<file path="src/rtl/riscv_pkg.sv">
// Shared SimplyTRV core constants: word width, zero-register index and RV32I/RV32E register counts.
// Pure declarations; no logic, no latency, no flow control.
package riscv_pkg;

  localparam int XLEN     = 32;
  localparam int REG_ZERO = 0;
  localparam int NREGS_I  = 32;
  localparam int NREGS_E  = 16;

  // Address width for a register count; a single register still needs one address bit.
  function automatic int rf_addr_width(input int nregs);
    return (nregs > 1) ? $clog2(nregs) : 1;
  endfunction

endpackage

</file>
<file path="src/rtl/reg_file_if.sv">
// Register file access bundle: one write port plus NRD packed read ports.
// Decode/writeback side is the master; the register file is the slave.
interface reg_file_if #(
  parameter int XLEN = 32,
  parameter int AW   = 5,
  parameter int NRD  = 2
);

  logic                we;
  logic [AW-1:0]       waddr;
  logic [XLEN-1:0]     wdata;
  logic [NRD-1:0]      ren;
  logic [NRD*AW-1:0]   raddr;
  logic [NRD*XLEN-1:0] rdata;

  modport master (
    output we,
    output waddr,
    output wdata,
    output ren,
    output raddr,
    input  rdata
  );

  modport slave (
    input  we,
    input  waddr,
    input  wdata,
    input  ren,
    input  raddr,
    output rdata
  );

endinterface

</file>
<file path="src/rtl/rf_read_port.sv">
// One register file read port: word select, range/zero/bypass priority and optional output register.
// Latency 0 (RD_REG=0) or 1 cycle gated by ren (RD_REG=1); never stalls, no backpressure.
module rf_read_port
  import riscv_pkg::*;
#(
  parameter int XLEN     = riscv_pkg::XLEN,
  parameter int NREGS    = NREGS_I,
  parameter int AW       = 5,
  parameter bit ZERO_REG = 1'b1,
  parameter bit BYPASS   = 1'b1,
  parameter bit RD_REG   = 1'b0
) (
  input  logic                  clk,
  input  logic                  rst,
  input  logic [NREGS*XLEN-1:0] words,
  input  logic                  wr_ok,
  input  logic [AW-1:0]         waddr,
  input  logic [XLEN-1:0]       wdata,
  input  logic                  ren,
  input  logic [AW-1:0]         raddr,
  output logic [XLEN-1:0]       rdata
);

  logic [XLEN-1:0] sel;
  logic [XLEN-1:0] rd_val;
  logic            in_range;
  logic            is_zero;
  logic            fwd_hit;

  always_comb begin
    sel = '0;
    for (int i = 0; i < NREGS; i++) begin
      if (raddr == AW'(i)) begin
        sel = words[i*XLEN +: XLEN];
      end
    end
  end

  assign in_range = (32'(raddr) < 32'(NREGS));
  assign is_zero  = ZERO_REG && (raddr == AW'(REG_ZERO));
  // wr_ok already excludes ignored writes, so a hit never forwards into x0 or out of range.
  assign fwd_hit  = BYPASS && wr_ok && (waddr == raddr);

  always_comb begin
    rd_val = '0;
    if (!in_range) begin
      rd_val = '0;
    end else if (is_zero) begin
      rd_val = '0;
    end else if (fwd_hit) begin
      rd_val = wdata;
    end else begin
      rd_val = sel;
    end
  end

  generate
    if (RD_REG) begin : g_rd_reg
      always_ff @(posedge clk or posedge rst) begin
        if (rst) begin
          rdata <= '0;
        end else if (ren) begin
          rdata <= rd_val;
        end
      end
    end else begin : g_rd_comb
      logic unused_rd_ctrl;
      assign unused_rd_ctrl = ^{clk, rst, ren};
      assign rdata          = rd_val;
    end
  endgenerate

endmodule

</file>
<file path="src/rtl/reg_file.sv">
// Parametrised integer register file: NREGS x XLEN storage, one write port, NRD read ports.
// Read latency 0 or 1 cycle (RD_REG); writes land on the next rising clk; no backpressure.
module reg_file
  import riscv_pkg::*;
#(
  parameter int XLEN     = riscv_pkg::XLEN,
  parameter int NREGS    = NREGS_I,
  parameter int NRD      = 2,
  parameter bit ZERO_REG = 1'b1,
  parameter bit BYPASS   = 1'b1,
  parameter bit RD_REG   = 1'b0
) (
  input logic       clk,
  input logic       rst,
  reg_file_if.slave bus
);

  localparam int AW = rf_addr_width(NREGS);

  logic [XLEN-1:0]       regs [NREGS];
  logic [NREGS*XLEN-1:0] words;
  logic                  wr_ok;

  assign wr_ok = bus.we
               && (32'(bus.waddr) < 32'(NREGS))
               && !(ZERO_REG && (bus.waddr == AW'(REG_ZERO)));

  generate
    for (genvar g = 0; g < NREGS; g++) begin : g_word
      always_ff @(posedge clk or posedge rst) begin
        if (rst) begin
          regs[g] <= '0;
        end else if (wr_ok && (bus.waddr == AW'(g))) begin
          regs[g] <= bus.wdata;
        end
      end
      assign words[g*XLEN +: XLEN] = regs[g];
    end

    for (genvar p = 0; p < NRD; p++) begin : g_rd
      rf_read_port #(
        .XLEN     (XLEN),
        .NREGS    (NREGS),
        .AW       (AW),
        .ZERO_REG (ZERO_REG),
        .BYPASS   (BYPASS),
        .RD_REG   (RD_REG)
      ) u_rd (
        .clk   (clk),
        .rst   (rst),
        .words (words),
        .wr_ok (wr_ok),
        .waddr (bus.waddr),
        .wdata (bus.wdata),
        .ren   (bus.ren[p]),
        .raddr (bus.raddr[p*AW +: AW]),
        .rdata (bus.rdata[p*XLEN +: XLEN])
      );
    end
  endgenerate

endmodule

</file>
<file path="src/flat_wrapper.sv">
// flat-port wrapper written by rule: the top's interface ports become plain ports
module reg_file_flat import riscv_pkg::*;
#(
  parameter int XLEN     = riscv_pkg::XLEN,
  parameter int NREGS    = NREGS_I,
  parameter int NRD      = 2,
  parameter bit ZERO_REG = 1'b1,
  parameter bit BYPASS   = 1'b1,
  parameter bit RD_REG   = 1'b0
)
  (clk, rst, bus_we, bus_waddr, bus_wdata, bus_ren, bus_raddr, bus_rdata);
  reg_file_if #(.XLEN(XLEN), .AW(5), .NRD(NRD)) bus_i ();
  input logic clk;
  input logic rst;
  input wire logic [$bits(bus_i.we)-1:0] bus_we;
  input wire logic [$bits(bus_i.waddr)-1:0] bus_waddr;
  input wire logic [$bits(bus_i.wdata)-1:0] bus_wdata;
  input wire logic [$bits(bus_i.ren)-1:0] bus_ren;
  input wire logic [$bits(bus_i.raddr)-1:0] bus_raddr;
  output wire logic [$bits(bus_i.rdata)-1:0] bus_rdata;
  assign bus_i.we = bus_we;
  assign bus_i.waddr = bus_waddr;
  assign bus_i.wdata = bus_wdata;
  assign bus_i.ren = bus_ren;
  assign bus_i.raddr = bus_raddr;
  assign bus_rdata = bus_i.rdata;
  reg_file #(.XLEN(XLEN), .NREGS(NREGS), .NRD(NRD), .ZERO_REG(ZERO_REG), .BYPASS(BYPASS), .RD_REG(RD_REG)) u_core (.clk(clk), .rst(rst), .bus(bus_i));
endmodule
</file>
<file path="config.mk">
export PLATFORM = sky130hd
export DESIGN_NAME = reg_file_flat
export DESIGN_NICKNAME = d
export VERILOG_FILES = /design/src/rtl/riscv_pkg.sv /design/src/rtl/reg_file_if.sv /design/src/rtl/rf_read_port.sv /design/src/rtl/reg_file.sv /design/src/flat_wrapper.sv
export SDC_FILE = /design/constraint.sdc
export NUM_CORES = 2
export LEC_CHECK = 0
export ABC_AREA = 1
export BUFFER_PORTS_ARGS = -buffer_cell sky130_fd_sc_hd__buf_2
export CAP_MARGIN = 30
export CORE_MARGIN = 2
export CORE_UTILIZATION = 56
export CTS_CLUSTER_DIAMETER = 60
export CTS_CLUSTER_SIZE = 12
export DETAILED_ROUTE_END_ITERATION = 7
export HOLD_SLACK_MARGIN = 0.08
export PLACE_DENSITY = 0.75
export SETUP_SLACK_MARGIN = 0.4
export SYNTH_ARGS = -nofsm -noshare
export SYNTH_HDL_FRONTEND = slang
export SYNTH_SLANG_ARGS = --single-unit
export TNS_END_PERCENT = 1
</file>
<file path="constraint.sdc">
create_clock -name clk -period 34.9 [get_ports clk]
set_input_delay 5.235 -clock clk [delete_from_list [all_inputs] [get_ports clk]]
set_output_delay 5.235 -clock clk [all_outputs]
set_load 0.01 [all_outputs]
</file>
==> impl_metrics.env <==
export IMPL_status="completed"
export IMPL_maxCapViolations=0
export IMPL_numPortBuffers=113
export IMPL_p_leak_nw=26.59
export IMPL_start_util_pct=56.66
export IMPL_dieArea_mm2=0.09705
export IMPL_worstMarginPinSlew_ns=1.122
export IMPL_worstReg2RegEnd="u_core.regs[271]$_DFFE_PP0P_"
export IMPL_reg2reg_depth=2
export IMPL_use_met1_pct=52.21
export IMPL_cts_setup_buffers=0
export IMPL_hold_path_startpoint="u_core.regs[172]$_DFFE_PP0P_"
export IMPL_layout_drive_gt1_share_pct=8.162
export IMPL_synth_seq_area_share_pct=46.87
export IMPL_wire_per_inst_um=22.77
export IMPL_cp_start_kind="input pin"
export IMPL_ir_drop_mv=0.03948
export IMPL_ctsResizeCount=0
export IMPL_cts_buffers=100
export IMPL_syn_nets=7548
export IMPL_via_count=52577
export IMPL_grt_ovfl_total=0
export IMPL_setup_tns_ns=0
export IMPL_cp_cell_sequence="buf_2, inv_2, buf_4, nand2_2, buf_4, clkinv_2, a21oi_1, nand4_1, nand2_1, nand4_1, nand2_1, nand3_1, nand2_1, nand4_1, nor2_1, nand4_1, nor2_1, nand4_1, nor2_1, nand4_1, nand2_1, a21oi_1, buf_2"
export IMPL_r2r_start="u_core.regs[271]$_DFFE_PP0P_"
export IMPL_reg_top3="u_core.regs: 992 flops"
export IMPL_slew_viol_final=0
export IMPL_fin_crit_ns=15.72
export IMPL_drt_iter0_markers=7630
export IMPL_hpwl_um=122200
export IMPL_viasPerCell=6.081
export IMPL_setup_violations=0
export IMPL_postSynth_asyncResetShare_pct=100.0
export IMPL_hold_end="u_core.regs[172]$_DFFE_PP0P_"
export IMPL_fp_row_count=112
export IMPL_rsz0062_at_grt="false"
export IMPL_synth_edf_count=0
export IMPL_cts_num_sinks=992
export IMPL_drt_total_wl_um=196900
export IMPL_clk_path_buf_depth=3
export IMPL_clk_latency_ns=0.69
export IMPL_ioPinCount=116
export IMPL_grt_pass1_vias=49023
export IMPL_grt_use_met3_pct=10.90
export IMPL_syn_area_mm2=0.05296
export IMPL_top_register="u_core.regs"
export IMPL_synthTopCellsByArea="dfrtp_1, nand2_1, o21ai_0"
export IMPL_post_place_ws_ns=19.56
export IMPL_worst_hold_path_type="flip-flop to flip-flop"
export IMPL_yosysTopAreaCellShare_pct=46.87
export IMPL_dpl_cell_area_mm2=0.05459
export IMPL_area_growth_synth_to_final_pct=8.830
export IMPL_slew_headroom_pct=25.13
export IMPL_cp_slowest_cell="clkinv_2"
export IMPL_critPathCaptureType="primary output"
export IMPL_ys_seq_elements=992
export IMPL_yosysTopAreaCell="dfrtp_1"
export IMPL_max_stage_delay_ns=0.67
export IMPL_timing_final_ws_setup_ns=19.18
export IMPL_fmax_mhz=63.60
export IMPL_skew_ns=0
export IMPL_synthCells=7496
export IMPL_tritoncts="built"
export IMPL_n_fill_cell=8411
export IMPL_core_mm2=0.09347
export IMPL_synth_ff_type="dfrtp_1"
export IMPL_crit_type="input pin to primary output"
export IMPL_drc_errors=0
export IMPL_path_max_fanout=36
export IMPL_fp_dieW_um=311.5
export IMPL_cp_data_required_time_ns=29.66
export IMPL_nNetsFinal=7399
export IMPL_use_met2_pct=59.34
export IMPL_arrival_ns=10.49
export IMPL_dr_pass1_iters=6
export IMPL_die_height_um=311.5
export IMPL_postLayoutCoreUtil_pct=61.67
export IMPL_clkSlewWorstSetupHoldPaths_ns=0.06
export IMPL_gp_congestion=1.011
export IMPL_reg2reg_slack_ns=34.13
export IMPL_final_cell_area_mm2=0.05764
export IMPL_p_total_mw=3.054
export IMPL_avgSynthCellArea_um2=7.066
export IMPL_globalRouteTotalUtil_pct=39.90
export IMPL_period_share_pct=45.06
export IMPL_worst_path_buf_inv=6
export IMPL_antenna_found_initial=8
export IMPL_clockRootBuffer="clkbuf_16"
export IMPL_grt_first_pass_wirelength_um=295600
export IMPL_final_common_cell="nand2_1"
export IMPL_grt_max_degree=158
export IMPL_synth_cell_types=32
export IMPL_layout_common_cells="nand2_1, o21ai_0, dfrtp_1, inv_1, nor2_1"
export IMPL_hold_viol_final=0
export IMPL_crit_top_cell="nand4_1"
export IMPL_largest_register_ffs=992
export IMPL_path_delay_family="buffers and inverters"
export IMPL_ant_nets=0
export IMPL_busiest_layer="met2"
export IMPL_min_path_cells=2
export IMPL_yosys_warnings=0
export IMPL_cts_hold_buf=0
export IMPL_power_density_mw_per_mm2=52.99
export IMPL_h_tree_depth=3
## metal layers
layer	part of all wire, %	wire length (µm)	up-vias
met3	13	25620	777
met1	37	73610	24638
li1	-	-	23606
met4	6.5	12800	12
met2	43	84760	3544
met5	0.036	70	-
## stage by stage
stage	instances	hold WS, ns
2_1_floorplan	7496	0.4530
3_3_place_gp	8479	0.4659
3_5_place_dp	8496	0.4727
4_1_cts	8639	0.4866
5_1_grt	8642	0.4960
6_report	8646	0.4832
## logic make-up after synthesis
kind of cell | after synthesis | share of synthesized area (%)
flops | 992 | 46.87
simple gates | 4081 | 32.26
compound gates | 1302 | 12.48
buf+inv | 1111 | 8.223
xor+xnor | 10 | 0.1654
## report_power, final
group | leakage, nW | internal (mW) | total (mW) | switching [mW]
Combinational | 12.3 | 0.163 | 0.491 | 0.328
Clock | 1.45 | 0.572 | 1.04 | 0.465
Sequential | 12.8 | 1.37 | 1.53 | 0.159
Total | 26.6 | 2.10 | 3.05 | 0.953
## cell type report
type	instances	area (µm²)	share of cell area, %
multi-input cells	5393	23970	41.59
inverters	600	2261	3.922
clock buffers	122	2706	4.695
well taps	1254	1569	2.722
repair buffers	260	2034	3.529
flip-flops and latches	992	24820	43.07
clock inverters	21	264.0	0.4580
diodes	4	10.01	0.01737
## worst max-delay path by stage
stage                 start                    endpoint  slack (ns)  cells past startpoint
2_1_floorplan           rst  u_core.regs[0]$_DFFE_PP0P_        1.76                      1
3_5_place_dp   bus_raddr[4]               bus_rdata[13]       19.56                     25
3_3_place_gp   bus_raddr[4]               bus_rdata[14]       19.60                     23
6_report       bus_raddr[4]               bus_rdata[14]       19.18                     23
5_1_grt        bus_raddr[4]               bus_rdata[14]       19.13                     23
4_1_cts        bus_raddr[4]               bus_rdata[13]       19.54                     25
## cells in the mapped netlist, types with 3 or more instances
| cell type | number |
|---|---|
| nor2_1 | 575 |
| nor2_2 | 16 |
| or2_1 | 7 |
| o21a_1 | 22 |
| inv_2 | 19 |
| or2_2 | 100 |
| o2111ai_1 | 11 |
| nor2_4 | 11 |
| xor2_1 | 10 |
| nor3_1 | 5 |
| buf_4 | 17 |
| dfrtp_1 | 992 |
| nand2_1 | 2746 |
| or2_0 | 20 |
| a21oi_1 | 167 |
| buf_1 | 9 |
| inv_1 | 573 |
| clkinv_1 | 7 |
| nand3_2 | 3 |
| buf_2 | 48 |
| nand2_2 | 5 |
| nand4_1 | 409 |
| clkbuf_1 | 429 |
| o21ai_0 | 1102 |
| nand3_1 | 179 |
| buf_6 | 8 |
## worst reg2reg max path: cells and delay by family (launching register included)
family           cells  cell delay (ns)
AND/OR/NAND/NOR      1             0.09
flip-flops           1             0.45
AO/OA/AOI/OAI        1             0.08
Power figures use the tool's default switching activity.
